File: src/rtl/dc_pkg.sv
// Shared types and defaults for the polyphase commutator blocks.
package dc_pkg;

    localparam int unsigned N_PHASE_DEFAULT = 8;
    localparam int unsigned DATA_W_DEFAULT  = 32;

    typedef logic signed [DATA_W_DEFAULT-1:0] sample_t;
    typedef sample_t [N_PHASE_DEFAULT-1:0]     phase_bus_t;

    typedef enum logic [0:0] {
        ISSUE = 1'b0,
        WAIT  = 1'b1
    } tx_in_state_e;

endpackage

File: src/rtl/polyphase_tx_serializer.sv
// Output bank plus phase counter: drains one loaded bank as N_PHASE AXI-Stream beats.
module polyphase_tx_serializer
    import dc_pkg::*;
#(
    parameter int unsigned N_PHASE = N_PHASE_DEFAULT,
    parameter int unsigned DATA_W  = DATA_W_DEFAULT
) (
    input  logic                           clk,
    input  logic                           rstn,
    input  logic [N_PHASE-1:0][DATA_W-1:0] bank,
    input  logic                           load_valid,
    output logic                           load_ready,
    output logic [DATA_W-1:0]              m_tdata,
    output logic                           m_tvalid,
    input  logic                           m_tready,
    output logic                           m_tlast
);

    localparam int unsigned     PH_W    = (N_PHASE > 1) ? $clog2(N_PHASE) : 1;
    localparam logic [PH_W-1:0] PH_LAST = PH_W'(N_PHASE - 1);

    logic [N_PHASE-1:0][DATA_W-1:0] bank_q, bank_d;
    logic [PH_W-1:0]                ph_q, ph_d;
    logic                           m_tvalid_q, m_tvalid_d;
    logic [DATA_W-1:0]              m_tdata_q, m_tdata_d;
    logic                           m_tlast_q, m_tlast_d;
    logic                           fire_c;

    // A new bank may land when empty or on the final beat, giving gapless back-to-back banks.
    always_comb begin
        bank_d     = bank_q;
        ph_d       = ph_q;
        m_tvalid_d = m_tvalid_q;
        fire_c     = m_tvalid_q && m_tready;
        load_ready = !m_tvalid_q || (fire_c && (ph_q == PH_LAST));

        if (fire_c) begin
            if (ph_q == PH_LAST) begin
                m_tvalid_d = 1'b0;
                ph_d       = '0;
            end else begin
                ph_d = ph_q + PH_W'(1);
            end
        end

        if (load_valid && load_ready) begin
            bank_d     = bank;
            m_tvalid_d = 1'b1;
            ph_d       = '0;
        end

        m_tdata_d = bank_d[ph_d];
        m_tlast_d = m_tvalid_d && (ph_d == PH_LAST);
    end

    always_ff @(posedge clk or negedge rstn) begin
        if (!rstn) begin
            bank_q     <= '0;
            ph_q       <= '0;
            m_tvalid_q <= 1'b0;
            m_tdata_q  <= '0;
            m_tlast_q  <= 1'b0;
        end else begin
            bank_q     <= bank_d;
            ph_q       <= ph_d;
            m_tvalid_q <= m_tvalid_d;
            m_tdata_q  <= m_tdata_d;
            m_tlast_q  <= m_tlast_d;
        end
    end

    assign m_tdata  = m_tdata_q;
    assign m_tvalid = m_tvalid_q;
    assign m_tlast  = m_tlast_q;

endmodule

File: src/rtl/polyphase_tx_commutator.sv
// Polyphase interpolator commutator: broadcasts each input sample to the branch FIRs,
// gathers their results into a capture bank and hands full banks to the serializer.
module polyphase_tx_commutator
    import dc_pkg::*;
#(
    parameter int unsigned N_PHASE = N_PHASE_DEFAULT,
    parameter int unsigned DATA_W  = DATA_W_DEFAULT
) (
    input  logic                           clk,
    input  logic                           rstn,
    input  logic [DATA_W-1:0]              s_tdata,
    input  logic                           s_tvalid,
    output logic                           s_tready,
    output logic [N_PHASE-1:0][DATA_W-1:0] branch_input,
    output logic [N_PHASE-1:0]             branch_input_tvalid,
    input  logic [N_PHASE-1:0][DATA_W-1:0] branch_output,
    input  logic [N_PHASE-1:0]             branch_output_tvalid,
    output logic [DATA_W-1:0]              m_tdata,
    output logic                           m_tvalid,
    input  logic                           m_tready,
    output logic                           m_tlast,
    output logic                           overrun
);

    localparam logic [0:0] ST_ISSUE = 1'(ISSUE);
    localparam logic [0:0] ST_WAIT  = 1'(WAIT);

    logic [0:0]                     state_q, state_d;
    logic                           s_tready_q, s_tready_d;
    logic [N_PHASE-1:0][DATA_W-1:0] bin_q, bin_d;
    logic [N_PHASE-1:0]             bin_tvalid_q, bin_tvalid_d;
    logic [N_PHASE-1:0]             mask_q, mask_d;
    logic [N_PHASE-1:0][DATA_W-1:0] cap_bank_q, cap_bank_d;
    logic                           overrun_q, overrun_d;
    logic                           issued_q, issued_d;
    logic [N_PHASE-1:0]             new_c, dup_c;
    logic                           accept_c, load_valid_c, load_ready_c;

    // cap_bank_d already merges this cycle's arrivals, so it doubles as the load bus.
    always_comb begin
        state_d      = state_q;
        bin_d        = bin_q;
        bin_tvalid_d = '0;
        mask_d       = mask_q;
        cap_bank_d   = cap_bank_q;
        overrun_d    = overrun_q;
        issued_d     = issued_q;
        new_c        = '0;
        dup_c        = '0;
        load_valid_c = 1'b0;
        accept_c     = (state_q == ST_ISSUE) && s_tvalid && s_tready_q;

        if (state_q == ST_ISSUE) begin
            // Stray results before the first issue (e.g. left over from before reset) are ignored.
            if (issued_q && (|branch_output_tvalid)) begin
                overrun_d = 1'b1;
            end
            if (accept_c) begin
                for (int unsigned k = 0; k < N_PHASE; k++) begin
                    bin_d[k] = s_tdata;
                end
                bin_tvalid_d = '1;
                issued_d     = 1'b1;
                state_d      = ST_WAIT;
            end
        end else begin
            new_c = branch_output_tvalid & ~mask_q;
            dup_c = branch_output_tvalid & mask_q;
            if (|dup_c) begin
                overrun_d = 1'b1;
            end
            for (int unsigned k = 0; k < N_PHASE; k++) begin
                if (new_c[k]) begin
                    cap_bank_d[k] = branch_output[k];
                end
            end
            mask_d = mask_q | new_c;
            if (&mask_d) begin
                load_valid_c = 1'b1;
                if (load_ready_c) begin
                    mask_d  = '0;
                    state_d = ST_ISSUE;
                end
            end
        end

        s_tready_d = (state_d == ST_ISSUE);
    end

    always_ff @(posedge clk or negedge rstn) begin
        if (!rstn) begin
            state_q      <= ST_ISSUE;
            s_tready_q   <= 1'b0;
            bin_q        <= '0;
            bin_tvalid_q <= '0;
            mask_q       <= '0;
            cap_bank_q   <= '0;
            overrun_q    <= 1'b0;
            issued_q     <= 1'b0;
        end else begin
            state_q      <= state_d;
            s_tready_q   <= s_tready_d;
            bin_q        <= bin_d;
            bin_tvalid_q <= bin_tvalid_d;
            mask_q       <= mask_d;
            cap_bank_q   <= cap_bank_d;
            overrun_q    <= overrun_d;
            issued_q     <= issued_d;
        end
    end

    polyphase_tx_serializer #(
        .N_PHASE (N_PHASE),
        .DATA_W  (DATA_W)
    ) u_serializer (
        .clk        (clk),
        .rstn       (rstn),
        .bank       (cap_bank_d),
        .load_valid (load_valid_c),
        .load_ready (load_ready_c),
        .m_tdata    (m_tdata),
        .m_tvalid   (m_tvalid),
        .m_tready   (m_tready),
        .m_tlast    (m_tlast)
    );

    assign s_tready            = s_tready_q;
    assign branch_input        = bin_q;
    assign branch_input_tvalid = bin_tvalid_q;
    assign overrun             = overrun_q;

endmodule
File: config.mk
export PLATFORM = sky130hd
export DESIGN_NAME = polyphase_tx_commutator
export DESIGN_NICKNAME = d
export VERILOG_FILES = /design/src/rtl/dc_pkg.sv /design/src/rtl/polyphase_tx_serializer.sv /design/src/rtl/polyphase_tx_commutator.sv
export SDC_FILE = /design/constraint.sdc
export NUM_CORES = 1
export LEC_CHECK = 0
export BUFFER_PORTS_ARGS = -buffer_cell sky130_fd_sc_hd__buf_2
export CORE_MARGIN = 10
export CORE_UTILIZATION = 45
export DETAILED_ROUTE_END_ITERATION = 10
export PLACE_DENSITY = 0.65
export SYNTH_ARGS = -nofsm -noshare
export SYNTH_HDL_FRONTEND = slang
export SYNTH_SLANG_ARGS = --single-unit
File: constraint.sdc
create_clock -name clk -period 4.8 [get_ports clk]
set_input_delay 0.72 -clock clk [delete_from_list [all_inputs] [get_ports clk]]
set_output_delay 0.72 -clock clk [all_outputs]
set_load 0.1 [all_outputs]
; ---- Yosys cells after proc, flatten, opt, wreduce, memory -nomap -nowiden
; Cells that the tools add are included.
[word_totals]
register_bits = 601
in_bits = 300
output_inout_bits = 300
wordCells = 84
[classes]
addsub = 1
n_lt_le_gt_ge = 1
eq_ne = 3
n_mux = 31
bitwise_logic = 6
reduce_logical = 15
[op_table]
columns = cell, count
row1 = 256-bit 2-to-1 mux, 2
row2 = 32-bit 2-to-1 mux, 9
row3 = 32-bit binary-select mux with 3-bit select, 1
row4 = 8-bit 2-to-1 mux, 4
row5 = 8-bit AND, 2
row6 = 8-bit OR reduction, 2
row7 = 1-bit 2-to-1 mux, 12
row8 = 3-bit 2-to-1 mux, 3
row9 = 8-bit inverter, 1
row10 = 8-bit bitwise OR, 1
row11 = 8-bit AND reduction, 1
row12 = 1-bit logical AND, 7
row13 = "3-bit == test, second input constant", 2
row14 = "3-bit by 4-bit < comparator with 1-bit output, second input constant", 1
row15 = 2-bit AND reduction, 2
row16 = "3-bit by 1-bit adder with 3-bit output, second input constant", 1
row17 = "2-bit by 1-bit inequality test with 1-bit output, second input constant", 1
row18 = 1-bit inverter, 2
row19 = 2-bit nonzero test, 1
row20 = 1-bit zero test, 1
row21 = 1-bit logical OR, 1

; ---- Logic depth before layout (Yosys ltp)
; Gate-level depths: netlist of run 1.
[depth]
word_depth = 10
ltp_mapped = 10

; ---- Modules after synthesis
; Synthesis of run 1 repeated with hierarchy kept, for this count alone.
[unflattened]
cells_unflattened = 2097
area_unflattened_um2 = 27074.7
[by_module_without_submodules]
columns = mod, n_inst, cells_each, area_per_inst_um2, seq_area_each_um2
row1 = polyphase_tx_serializer, 1, 1198, 13918.3, 7332.0
row2 = polyphase_tx_commutator, 1, 899, 13156.4, 7532.2

; ---- Worst setup path after synthesis of run 1
; No wires, ideal clock.
[synth_timing]
path_kind = register to register
startpoint = reg u_serializer.m_tvalid_q, in the netlist u_serializer.m_tvalid
endpoint = reg u_serializer.bank_q[100] (netlist name)
setup_time_ns = 0.117
arrival_time_ns = 2.520
required_time_ns = 4.683
slack_ns = 2.164
path_stages_with_launch = 9
path_buffers = 3
synth_period_minus_slack_ns = 2.636
path_cell_list = dfrtp_1 -> a21boi_1 -> or4_4 -> or3_1 -> buf_2 -> clkbuf_1 -> buf_2 -> nor2_1 -> nor2_1
[synth_rtl]
columns = item, line_no
row1 = from (decl), polyphase_tx_serializer.sv:24  ; logic m_tvalid_q, m_tvalid_d;
row2 = from (signal assigned), polyphase_tx_serializer.sv:66  ; m_tvalid_q <= m_tvalid_d;
row3 = to (signal assigned), polyphase_tx_serializer.sv:64  ; bank_q <= bank_d;
row4 = to (decl), polyphase_tx_serializer.sv:22  ; logic [N_PHASE-1:0][DATA_W-1:0] bank_q, bank_d;

; ---- Final worst setup path of run 1
[layout_timing]
startpoint = reg u_serializer.ph_q[0]
endpoint = reg u_serializer.m_tdata_q[18], in the netlist u_serializer.m_tdata[18]
[layout_via]
elab_chain_len = 7
word_cells_on_any_way = 11
[layout_rtl]
columns = item, line_no
row1 = from (decl), polyphase_tx_serializer.sv:23  ; logic [PH_W-1:0] ph_q, ph_d;
row2 = from (signal assigned), polyphase_tx_serializer.sv:65  ; ph_q <= ph_d;
row3 = branches (longest 5 deep; another with 3-bit by 1-bit adder with 3-bit output), -
row4 = 32-bit binary-select mux with 3-bit select *, polyphase_tx_serializer.sv:52  ; m_tdata_d = bank_d[ph_d];
row5 = 32-bit 2-to-1 mux (not written as such) *, polyphase_tx_serializer.sv:52
row6 = named net u_serializer.m_tdata_d[18], polyphase_tx_serializer.sv:25  ; logic [DATA_W-1:0] m_tdata_q, m_tdata_d;
row7 = to (signal assigned), polyphase_tx_serializer.sv:67  ; m_tdata_q <= m_tdata_d;
row8 = to (decl), polyphase_tx_serializer.sv:25
; Mark *: on every way through the listed nets, which the timed path passes. The select of a mux whose other input is x is not followed.
; A chain may end at the register's enable or synchronous reset.

==> qor.csv, run 1 <==
stage,metric,value,unit
final_layout,drive_gt1_share,36.4,%
floorplan,die_w,257,microns
sta,finalClockSkew,0.0200,ns
clock_network,ctsResizeCount,0,
worst_setup_path,worst_setup_path_start_kind,register,
synth,synth_cell_types,36,
synth,synth_nets,2672,
detailed_routing,num_vias,18306,
sta,rsz0062_at_grt,no,
worst_setup_path,crit_fanout,82,
sta,max_clock_freq,292,MHz
clock_network,clk_pin_slew,0.06,ns
synth,synthAdderAreaFrac,0.0988,%
clock_network,clockBufferDepth,3,
placement,portBuffers,599,
sta,slew_violations,0,
run_status,outcome,completed,
worst_hold_path,hp-class,input pin to asynchronous set/reset pin,
global_route,grt_start_max_net_pins,172,
final_layout,area_growth,16.4,%
synth,ys_seq_area_share,58.7,%
synth,syn_avg_cell_area,10.7,sq um
floorplan,die_area,66200,sq um
global_route,track_usage,22.9,%
placement,gp_congestion,0.868,
worst_setup_path,r2r_cells,8,
sta,tns,0,ns
worst_setup_path,rrSetupSlack,1.38,ns
floorplan,dieHeight,257,microns
final_layout,fillers,4868,
synth,synthCells,2370,
final_layout,nets,3007,
clock_network,postCtsSetupBuffers,0,
global_route,grt_pass1_vias,19095,
clock_network,cts_buffers,60,
run,timing.max_cap.violations,0,
synth,yosysTopAreaCellShare,58.7,%
worst_setup_path,critPathKind,register to register,
sta,worst_slew_pin_slew,1.13,ns
clock_network,cts_sinks,594,
worst_setup_path,critPathCaptureType,register,
clock_network,htreeDepth,2,
placement,hpwlAfterDp,54300,microns
final_layout,seqCellArea,14900,sq um
detailed_routing,detail_route.wl_per_cell,22.2,microns
final_layout,final_common_cell,nor2_1,
sta,finalSetupViolCount,0,
worst_setup_path,rr_endpoint,u_serializer.m_tdata[18],
synth,ys_warn_count,0,
clock_network,insertion_delay,0.63,ns
worst_setup_path,worstReg2RegStart,u_serializer.ph_q[0],
clock_network,tritoncts,done,
final_layout,multiInputGateArea,8220,sq um
synth,async_reset_ff_share,100,%
global_route,overflow,0,
floorplan,initial_core_util,45.7,%
clock_network,cts_hold_buf,0,
detailed_routing,drtIter0Drc,1850,
synth,synth_flop_cell,dfrtp_1,
synth,yosys.area.top_type,dfrtp_1,
synth,synth_area,25300,sq um
sta,max_slew_margin,24.8,%
final_layout,mostFrequentLayoutCells,"779 x nor2_1, 598 x buf_2, 594 x dfrtp_1, 257 x mux2_2, 98 x nand2_1",
synth,synthSimpleGateAreaFrac,15.9,%
detailed_routing,drt_pass1_iterations,8,
floorplan,io_pins,600,
floorplan,core,55400,sq um
synth,synth_edf_count,0,
synth,synth_top_family_by_area,simple AND/OR/NAND/NOR gates,
clock_network,cts_root_buf,clkbuf_16,
synth,yosys.area_share.xor_xnor,0,%
global_route,grt_pass1_wl,118000,microns
synth,ys_ff_latch,594,
worst_setup_path,cp_data_required_time,5.32,ns
detailed_routing,drc_errors,0,
synth,synth_compound_area_share,4.60,%
worst_setup_path,arrival,3.94,ns
detailed_routing,ant_nets,0,
sta,period_needed,3.42,ns
global_route,antenna_found_initial,22,
detailed_routing,vias_per_cell,5.22,
sta,hold_viol_final,0,
sta,fin_crit_sh,71.2,%
synth,synth_mux_area_share,11.5,%
synth,synthTopCellsByArea,"dfrtp_1 59%, nor2_1 12%, mux2_2 11%",
detailed_routing,wl,78100,microns
floorplan,num_rows,86,
routing by layer:
metal	track usage, %	vias up	part of all wire [%]
li1	-	8303	-
met1	28.8	9163	40
met2	39.2	712	50
met3	5.37	120	8.0
met4	5.75	8	2.1
met5	0	-	0.069
layout make-up:
cell class	instances	area share (%)
Tap cell	748	3.17
Inverter	5	0.0636
Clock inverter	28	1.10
Antenna cell	6	0.0509
Sequential cell	594	50.4
Timing Repair Buffer	632	11.4
Clock buffer	85	5.92
Multi-Input combinational cell	1412	27.9
flip-flops by register name (all words and copies together) (netlist names):
signal                 cells
issued_q                   1
state_q                    1
u_serializer.bank_q      256
u_serializer.m_tvalid      1
branch_input              32
mask_q                     8
u_serializer.ph_q          3
cap_bank_q               256
u_serializer.m_tdata      32
branch_input_tvalid        1
u_serializer.m_tlast       1
s_tready                   1
overrun                    1
per-stage QoR:
step           util (%)  cell area [sq um]  hold slack (ns)  setup slack (ns)  std cells
6_report           53.2              29500            0.188              1.38       3510
3_5_place_dp       49.5              27400            0.460              1.35       3391
2_1_floorplan         -              25300            0.424              2.16       2370
3_3_place_gp       49.5              27400            0.470              1.34       3391
4_1_cts            53.2              29500            0.208              1.35       3504
5_1_grt            53.2              29500            0.243              1.10       3508
how the worst max path moves through the flow:
stage / to / slack (ns) / depth (start not counted) / from
3_3_place_gp: u_serializer.m_tdata[18] / 1.34 / 7 / m_tready
6_report: u_serializer.m_tdata[18] / 1.38 / 8 / u_serializer.ph_q[0]
4_1_cts: u_serializer.m_tdata[16] / 1.35 / 8 / u_serializer.ph_q[0]
3_5_place_dp: u_serializer.m_tdata[13] / 1.35 / 8 / u_serializer.ph_q[0]
5_1_grt: u_serializer.m_tdata[19] / 1.10 / 8 / u_serializer.ph_q[0]
2_1_floorplan: u_serializer.bank_q[100] / 2.16 / 8 / u_serializer.m_tvalid
synth_stat cells (2+ instances only):
cell and number:
nor2_1 779, dfrtp_1 594, mux2_2 257, buf_4 231, nand2_1 99, a21oi_1 74, a222oi_1 64, nand3_1 64
buf_2 58, clkbuf_1 55, and3b_1 31, buf_1 13, nand3b_1 8, o22ai_1 6, inv_1 5, a22oi_1 4
nor4_1 3, a21bo_2 2, and2_1 2, buf_6 2, ha_1 2, mux2i_1 2, nand2b_1 2
worst max-delay path: stages (launching register included):
cell	delay, ns
dfrtp_1	0.47
ha_1	0.25
ha_1	0.21
a21boi_1	0.28
or4_4	0.23
or3_4	0.67
buf_4	0.78
nand3_1	0.13
and3b_1	0.23
cells by family after synthesis:
| logic type | after synthesis |
|---|---|
| adder cells (fa/ha/maj) | 2 |
| flip-flops | 594 |
| buffers and inverters | 364 |
| AO/OA/AOI/OAI | 158 |
| AND/OR/NAND/NOR | 993 |
| multiplexers | 259 |
Power of run 1 is not shown: default switching activity piles up to over one toggle a cycle in this logic, so the estimate is an artifact.
==> run 2, diff against run 1 <==
--- a/config.mk
+++ b/config.mk
@@ -5,11 +5,12 @@
 export SDC_FILE = /design/constraint.sdc
 export NUM_CORES = 1
 export LEC_CHECK = 0
+export ABC_AREA = 1
 export BUFFER_PORTS_ARGS = -buffer_cell sky130_fd_sc_hd__buf_2
 export CORE_MARGIN = 10
 export CORE_UTILIZATION = 45
 export DETAILED_ROUTE_END_ITERATION = 10
-export PLACE_DENSITY = 0.65
+export PLACE_DENSITY = 0.67
 export SYNTH_ARGS = -nofsm -noshare
 export SYNTH_HDL_FRONTEND = slang
 export SYNTH_SLANG_ARGS = --single-unit
==> constraint.sdc (replaced) <==
create_clock -name clk -period 3.13 [get_ports clk]
set_input_delay 0.4695 -clock clk [delete_from_list [all_inputs] [get_ports clk]]
set_output_delay 0.4695 -clock clk [all_outputs]
set_load 0.1 [all_outputs]
==> qor.csv, run 2 <==
stage,metric,value,unit,change
run_status,outcome,completed,,
placement,portBuffers,599,,unchanged
detailed_routing,detail_route.wl_per_cell,20.9,microns,-6.1%
worst_setup_path,critPathCaptureType,register,,
synth,ys_ff_latch,594,,unchanged
floorplan,die_w,269,microns,+4.6%
detailed_routing,vias_per_cell,5.00,,-4.1%
placement,placed_cells,4429,,+31%
detailed_routing,drt_pass1_iterations,6,,-2
clock_network,clockBufferDepth,3,,unchanged
global_route,grt_start_max_net_pins,114,,-34%
synth,syn_avg_cell_area,8.22,sq um,-23%
final_layout,nets,4010,,+33%
sta,hold_viol_final,0,,unchanged
run,timing.max_cap.violations,0,,unchanged
final_layout,final_common_cell,nand2_1,,
final_layout,drive_gt1_share,21.0,%,-15 points
final_layout,fillers,5768,,+18%
synth,synth_edf_count,0,,unchanged
final_layout,fin_cells,4555,,+30%
synth,synth_flop_cell,dfrtp_1,,
floorplan,core,61500,sq um,+11%
floorplan,dieHeight,269,microns,+4.6%
final_layout,multiInputGateArea,8540,sq um,+3.9%
worst_setup_path,worst_setup_path_start_kind,register,,
final_layout,seqCellArea,14900,sq um,unchanged
synth,async_reset_ff_share,100,%,unchanged
final_layout,reg_top3,"cap_bank_q x256, u_serializer.bank_q x256",,
global_route,overflow,0,,unchanged
placement,gp_congestion,0.948,,+9.2%
floorplan,die_area,72300,sq um,+9.3%
synth,yosysTopAreaCellShare,53.3,%,-5.4 points
detailed_routing,drc_errors,0,,unchanged
sta,fin_crit_sh,90.5,%,+19 points
floorplan,num_rows,91,,+5.8%
synth,netlist_top_cells_count,"1076 x nand2_1, 594 x dfrtp_1, 509 x inv_1",,
detailed_routing,ant_nets,0,,unchanged
final_layout,final_area,32300,sq um,+9.4%
clock_network,ctsResizeCount,0,,unchanged
detailed_routing,drtIter0Drc,2235,,+21%
clock_network,cts_sinks,594,,unchanged
detailed_routing,wl,95100,microns,+22%
clock_network,htreeDepth,3,,+1
synth,synth_nets,3694,,+38%
worst_setup_path,critPathKind,register to register,,
clock_network,tritoncts,done,,
sta,finalSetupViolCount,0,,unchanged
synth,synth.most_common_cell,nand2_1,,
synth,ys_seq_area_share,53.3,%,-5.4 points
global_route,track_usage,25.5,%,+2.6 points
worst_setup_path,arrival,3.39,ns,-0.55 ns
synth,synthTopCellsByArea,"dfrtp_1 53%, nand2_1 14%, inv_1 6.8%",,
sta,worst_slew_pin_slew,0.892,ns,-0.237 ns
floorplan,io_pins,600,,unchanged
sta,slew_violations,0,,unchanged
sta,period_needed,2.83,ns,-0.585 ns
worst_hold_path,hp-class,input pin to register,,
sta,max_clock_freq,353,MHz,+21%
synth,yosys.area.top_type,dfrtp_1,,
global_route,grt_pass1_wl,138000,microns,+17%
sta,max_slew_margin,40.5,%,+16 points
placement,dpl_cell_area,30100,sq um,+9.8%
floorplan,initial_core_util,45.4,%,-0.33 points
synth,synth_cell_types,29,,-19%
placement,hpwlAfterDp,71900,microns,+32%
synth,ys_warn_count,0,,unchanged
clock_network,cts_root_buf,clkbuf_16,,
worst_setup_path,cp_data_required_time,3.69,ns,-1.63 ns
worst_setup_path,crit_fanout,113,,+38%
synth,synthCells,3392,,+43%
final_layout,mostFrequentLayoutCells,"1074 x nand2_1, 598 x buf_2, 594 x dfrtp_1, 509 x inv_1, 254 x nand3_1",,
detailed_routing,num_vias,22791,,+25%
sta,finalClockSkew,0.0221,ns,+0.00205 ns
sta,tns,0,ns,unchanged
clock_network,clk_pin_slew,0.07,ns,about the same
clock_network,cts_buffers,66,,+10%
synth,synth_area,27900,sq um,+10%
clock_network,insertion_delay,0.62,ns,about the same
final_layout,area_growth,15.7,%,
sta,rsz0062_at_grt,no,,
global_route,antenna_found_initial,19,,-14%
global_route,grt_pass1_vias,21375,,+12%
[run 2: changes by cell type in the layout (fill, tap and decap cells not counted), sizes merged, moves of 78 or more]
cell	before	now
o21a	1	79
nor2	779	25
inv	6	527
nand2	99	1077
o21ai	1	311
mux2	257	0
nand3	64	262
[run 2: area by class of cell]
class	instances	share of cell area (%)
tap	790	3.06
inverter	520	6.05
antenna	6	0.0465
multi-input combinational	1870	26.5
timing repair buffer	656	11.7
clock buffer	93	5.94
clock inverter	26	0.733
sequential	594	46.1
[run 2: cells by family (layout without fill, tap and decap cells)]
family / after synthesis / count (layout) / share of synthesized area (%)
AO/OA/AOI/OAI: 468 / 468 / 9.69
adder cells (fa/ha/maj): 2 / 2 / 0.0897
buffers and inverters: 928 / 1295 / 16.3
flip-flops: 594 / 594 / 53.3
multiplexers: 1 / 1 / 0.0359
other: 0 / 6 / 0
AND/OR/NAND/NOR: 1399 / 1399 / 20.6
[run 2: repair_timing]
item / in CTS / in global routing
hold endpoints to repair: 49 / 0
setup buffers: 0 / 0
hold buffers: 1 / 0
[run 2: through the flow]
step           utilization [%]  hold WS [ns]  setup slack, ns
3_3_place_gp              48.9         0.433            0.358
5_1_grt                   52.5        0.0447            0.154
3_5_place_dp              48.9         0.443            0.303
2_1_floorplan                -         0.174            0.753
4_1_cts                   52.5        0.0336            0.293
6_report                  52.5        0.0571            0.296
[run 2: critical path: stages, from the launching register on]
cell and delay (ns):
dfrtp_1 0.40, ha_1 0.21, ha_1 0.19, a21oi_1 0.33, nor2_1 0.14, nand3_4 0.16
buf_12 0.24, buf_12 0.41, o211ai_1 0.15, inv_1 0.09, nand2_1 0.05, nand2_1 0.07
nand2_1 0.14, nand2_1 0.12
[run 2: path summary, 6_finish.rpt]
| kind | end | depth (start not counted) | from | slack (ns) |
|---|---|---|---|---|
| min in group asynchronous | cap_bank_q[32] | 2 | rstn | 0.42 |
| min | branch_input[225] | 3 | s_tdata[1] | 0.06 |
| max in group asynchronous | branch_input[237] | 3 | rstn | 1.78 |
| min reg2reg | issued_q | 2 | issued_q | 0.45 |
| max | u_serializer.m_tdata[4] | 13 | u_serializer.ph_q[0] | 0.30 |
| max reg2reg | u_serializer.m_tdata[4] | 13 | u_serializer.ph_q[0] | 0.30 |
[run 2: layer usage]
layer | GRT usage, % | wire length, microns | up-vias | part of all wire, %
met4 | 11.9 | 4360 | 2 | 4.6
met5 | 0 | 13 | - | 0.014
met1 | 32.1 | 36600 | 10717 | 39
li1 | - | - | 10924 | -
met3 | 4.99 | 8320 | 192 | 8.7
met2 | 42.0 | 45800 | 956 | 48
Power of run 2 is left out for the same reason.
==> run 3, diff against run 2 <==
--- a/config.mk
+++ b/config.mk
@@ -7,10 +7,12 @@
 export LEC_CHECK = 0
 export ABC_AREA = 1
 export BUFFER_PORTS_ARGS = -buffer_cell sky130_fd_sc_hd__buf_2
+export CELL_PAD_IN_SITES_DETAIL_PLACEMENT = 0
+export CELL_PAD_IN_SITES_GLOBAL_PLACEMENT = 1
 export CORE_MARGIN = 10
-export CORE_UTILIZATION = 45
+export CORE_UTILIZATION = 37
 export DETAILED_ROUTE_END_ITERATION = 10
-export PLACE_DENSITY = 0.67
+export PLACE_DENSITY = 0.73
 export SYNTH_ARGS = -nofsm -noshare
 export SYNTH_HDL_FRONTEND = slang
 export SYNTH_SLANG_ARGS = --single-unit
==> constraint.sdc (replaced) <==
create_clock -name clk -period 3.13 [get_ports clk]
set_input_delay 0 -clock clk [delete_from_list [all_inputs] [get_ports clk]]
set_output_delay 0 -clock clk [all_outputs]
set_load 0.1 [all_outputs]
==> qor.csv, run 3 (same netlist as run 2, synthesis figures left out) <==
stage,metric,value,unit,change
run_status,outcome,completed,,
detailed_routing,drc_errors,0,,unchanged
worst_setup_path,rr_endpoint,u_serializer.m_tdata[20],,
floorplan,die_area,86800,sq um,+20%
sta,max_slew_margin,48.4,%,+8.0 points
sta,slew_violations,0,,unchanged
clock_network,insertion_delay,0.61,ns,about the same
worst_setup_path,crit_fanout,92,,-19%
clock_network,cts_sinks,594,,unchanged
worst_setup_path,worstReg2RegStart,u_serializer.ph_q[0],,
sta,max_clock_freq,351,MHz,-0.40%
detailed_routing,ant_nets,0,,unchanged
final_layout,reg_top3,"cap_bank_q x256, u_serializer.bank_q x256",,
sta,fin_crit_sh,90.9,%,+0.36 points
floorplan,die_w,295,microns,+9.5%
sta,hold_slack,0.123,ns,+0.0664 ns
detailed_routing,detail_route.wl_per_cell,20.0,microns,-4.4%
final_layout,area_growth,28.1,%,
worst_hold_path,hp-class,input pin to asynchronous set/reset pin,,
floorplan,num_rows,100,,+9.9%
worst_setup_path,critPathKind,register to register,,
sta,hold_viol_final,0,,unchanged
clock_network,htreeDepth,3,,unchanged
worst_setup_path,crit_slowest_cell,dfrtp_1,,
global_route,grt_pass1_wl,149000,microns,+7.9%
final_layout,final_common_cell,nand2_1,,
sta,rsz0062_at_grt,no,,
global_route,track_usage,22.7,%,-2.9 points
clock_network,postCtsSetupBuffers,0,,unchanged
sta,finalClockSkew,0.0272,ns,+0.00516 ns
worst_setup_path,critical_path.cell_chain,ha_1 > ha_1 > a21oi_1 > nor2_1 > nand3_4 > buf_4 > buf_12 > nand3b_1 > nand3_1 > nand2_1 > nand2_1 > nand2_1,,
detailed_routing,wl,101000,microns,+6.0%
worst_setup_path,cp.buffers_inverters,2,,-1
sta,tns,0,ns,unchanged
worst_setup_path,rrSetupSlack,0.28,ns,about the same
floorplan,dieHeight,295,microns,+9.5%
final_layout,multiInputGateArea,8540,sq um,unchanged
detailed_routing,num_vias,23605,,+3.6%
final_layout,mostFrequentLayoutCells,"1074 x nand2_1, 598 x buf_2, 594 x dfrtp_1, 509 x inv_1, 315 x dlygate4sd3_1",,
sta,period_needed,2.85,ns,+0.0113 ns
final_layout,nets,4334,,+8.1%
global_route,overflow,0,,unchanged
clock_network,clockBufferDepth,3,,unchanged
clock_network,cts_root_buf,clkbuf_16,,
run,timing.max_cap.violations,0,,unchanged
worst_setup_path,crit_top_cell,nand2_1,,
detailed_routing,drtIter0Drc,1806,,-19%
detailed_routing,drt_pass1_iterations,5,,-1
placement,hpwlAfterDp,73500,microns,+2.3%
worst_setup_path,worst_setup_path_start_kind,register,,
worst_setup_path,cp_data_required_time,3.62,ns,-0.07 ns
worst_setup_path,r2r_cells,12,,-1
floorplan,initial_core_util,37.4,%,-8.0 points
floorplan,io_pins,600,,unchanged
placement,gp_congestion,0.840,,-11%
clock_network,tritoncts,done,,
worst_setup_path,crit_start,u_serializer.ph_q[0],,
global_route,grt_start_max_net_pins,126,,+11%
worst_setup_path,critPathCaptureType,register,,
global_route,antenna_found_initial,3,,-16
final_layout,fillers,7210,,+25%
sta,worst_slew_pin_slew,0.765,ns,-0.126 ns
worst_setup_path,arrival,3.33,ns,-0.06 ns
clock_network,clk_pin_slew,0.06,ns,about the same
clock_network,cts_buffers,70,,+6.1%
final_layout,drive_gt1_share,19.5,%,-1.5 points
worst_setup_path,slowest_delay,0.40,ns,about the same
detailed_routing,vias_per_cell,4.67,,-6.6%
worst_setup_path,cp_top_family,simple AND/OR/NAND/NOR gates,,
final_layout,seqCellArea,14900,sq um,unchanged
floorplan,core,74600,sq um,+21%
sta,finalSetupViolCount,0,,unchanged
global_route,grt_pass1_vias,23565,,+10%
placement,portBuffers,599,,unchanged
-- run 3: what timing repair did --
action	CTS	global route
endpoints found under the hold margin	925	0
resized for setup	0	0
hold buffers	316	0
-- run 3: how the worst max path moves through the flow --
stage,end,slack (ns),cells after the start
final,u_serializer.m_tdata[20],0.28,12
after global placement,u_serializer.m_tdata[14],0.28,13
after global routing,u_serializer.m_tdata[30],0.14,13
after CTS,u_serializer.m_tdata[14],0.26,13
after detailed placement,u_serializer.m_tdata[14],0.26,13
after floorplan,u_serializer.m_tdata[10],0.75,12
-- run 3: worst reg2reg max path, stage by stage (launching register included) --
cell,delay (ns)
dfrtp_1,0.40
ha_1,0.22
ha_1,0.19
a21oi_1,0.31
nor2_1,0.14
nand3_4,0.23
buf_4,0.22
buf_12,0.32
nand3b_1,0.31
nand3_1,0.15
nand2_1,0.05
nand2_1,0.13
nand2_1,0.07
-- run 3: per-stage QoR --
| step | util [%] | std cells | setup slack (ns) | instance area [sq um] |
|---|---|---|---|---|
| floorplan | - | 3392 | 0.753 | 27900 |
| global placement | 40.6 | 4613 | 0.276 | 30300 |
| detailed placement | 40.6 | 4613 | 0.256 | 30300 |
| CTS | 47.9 | 5051 | 0.263 | 35700 |
| global route | 47.9 | 5053 | 0.141 | 35700 |
| finish | 47.9 | 5053 | 0.285 | 35700 |
-- run 3: layer usage --
| layer | part of all wire (%) | up-vias | track usage (%) |
|---|---|---|---|
| met2 | 49 | 742 | 39.0 |
| li1 | - | 11563 | - |
| met3 | 6.6 | 133 | 4.12 |
| met5 | 0 | - | 0 |
| met4 | 3.0 | 0 | 7.89 |
| met1 | 41 | 11167 | 28.2 |
-- run 3: cell type report --
type                            count  share of cell area [%]
Antenna cell                        2                  0.0140
Multi-Input combinational cell   1870                    23.9
Clock inverter                     22                   0.564
Sequential cell                   594                    41.6
Timing Repair Buffer              976                    19.3
Tap cell                          969                    3.39
Clock buffer                      100                    5.76
Inverter                          520                    5.46
Power of run 3 is left out for the same reason.
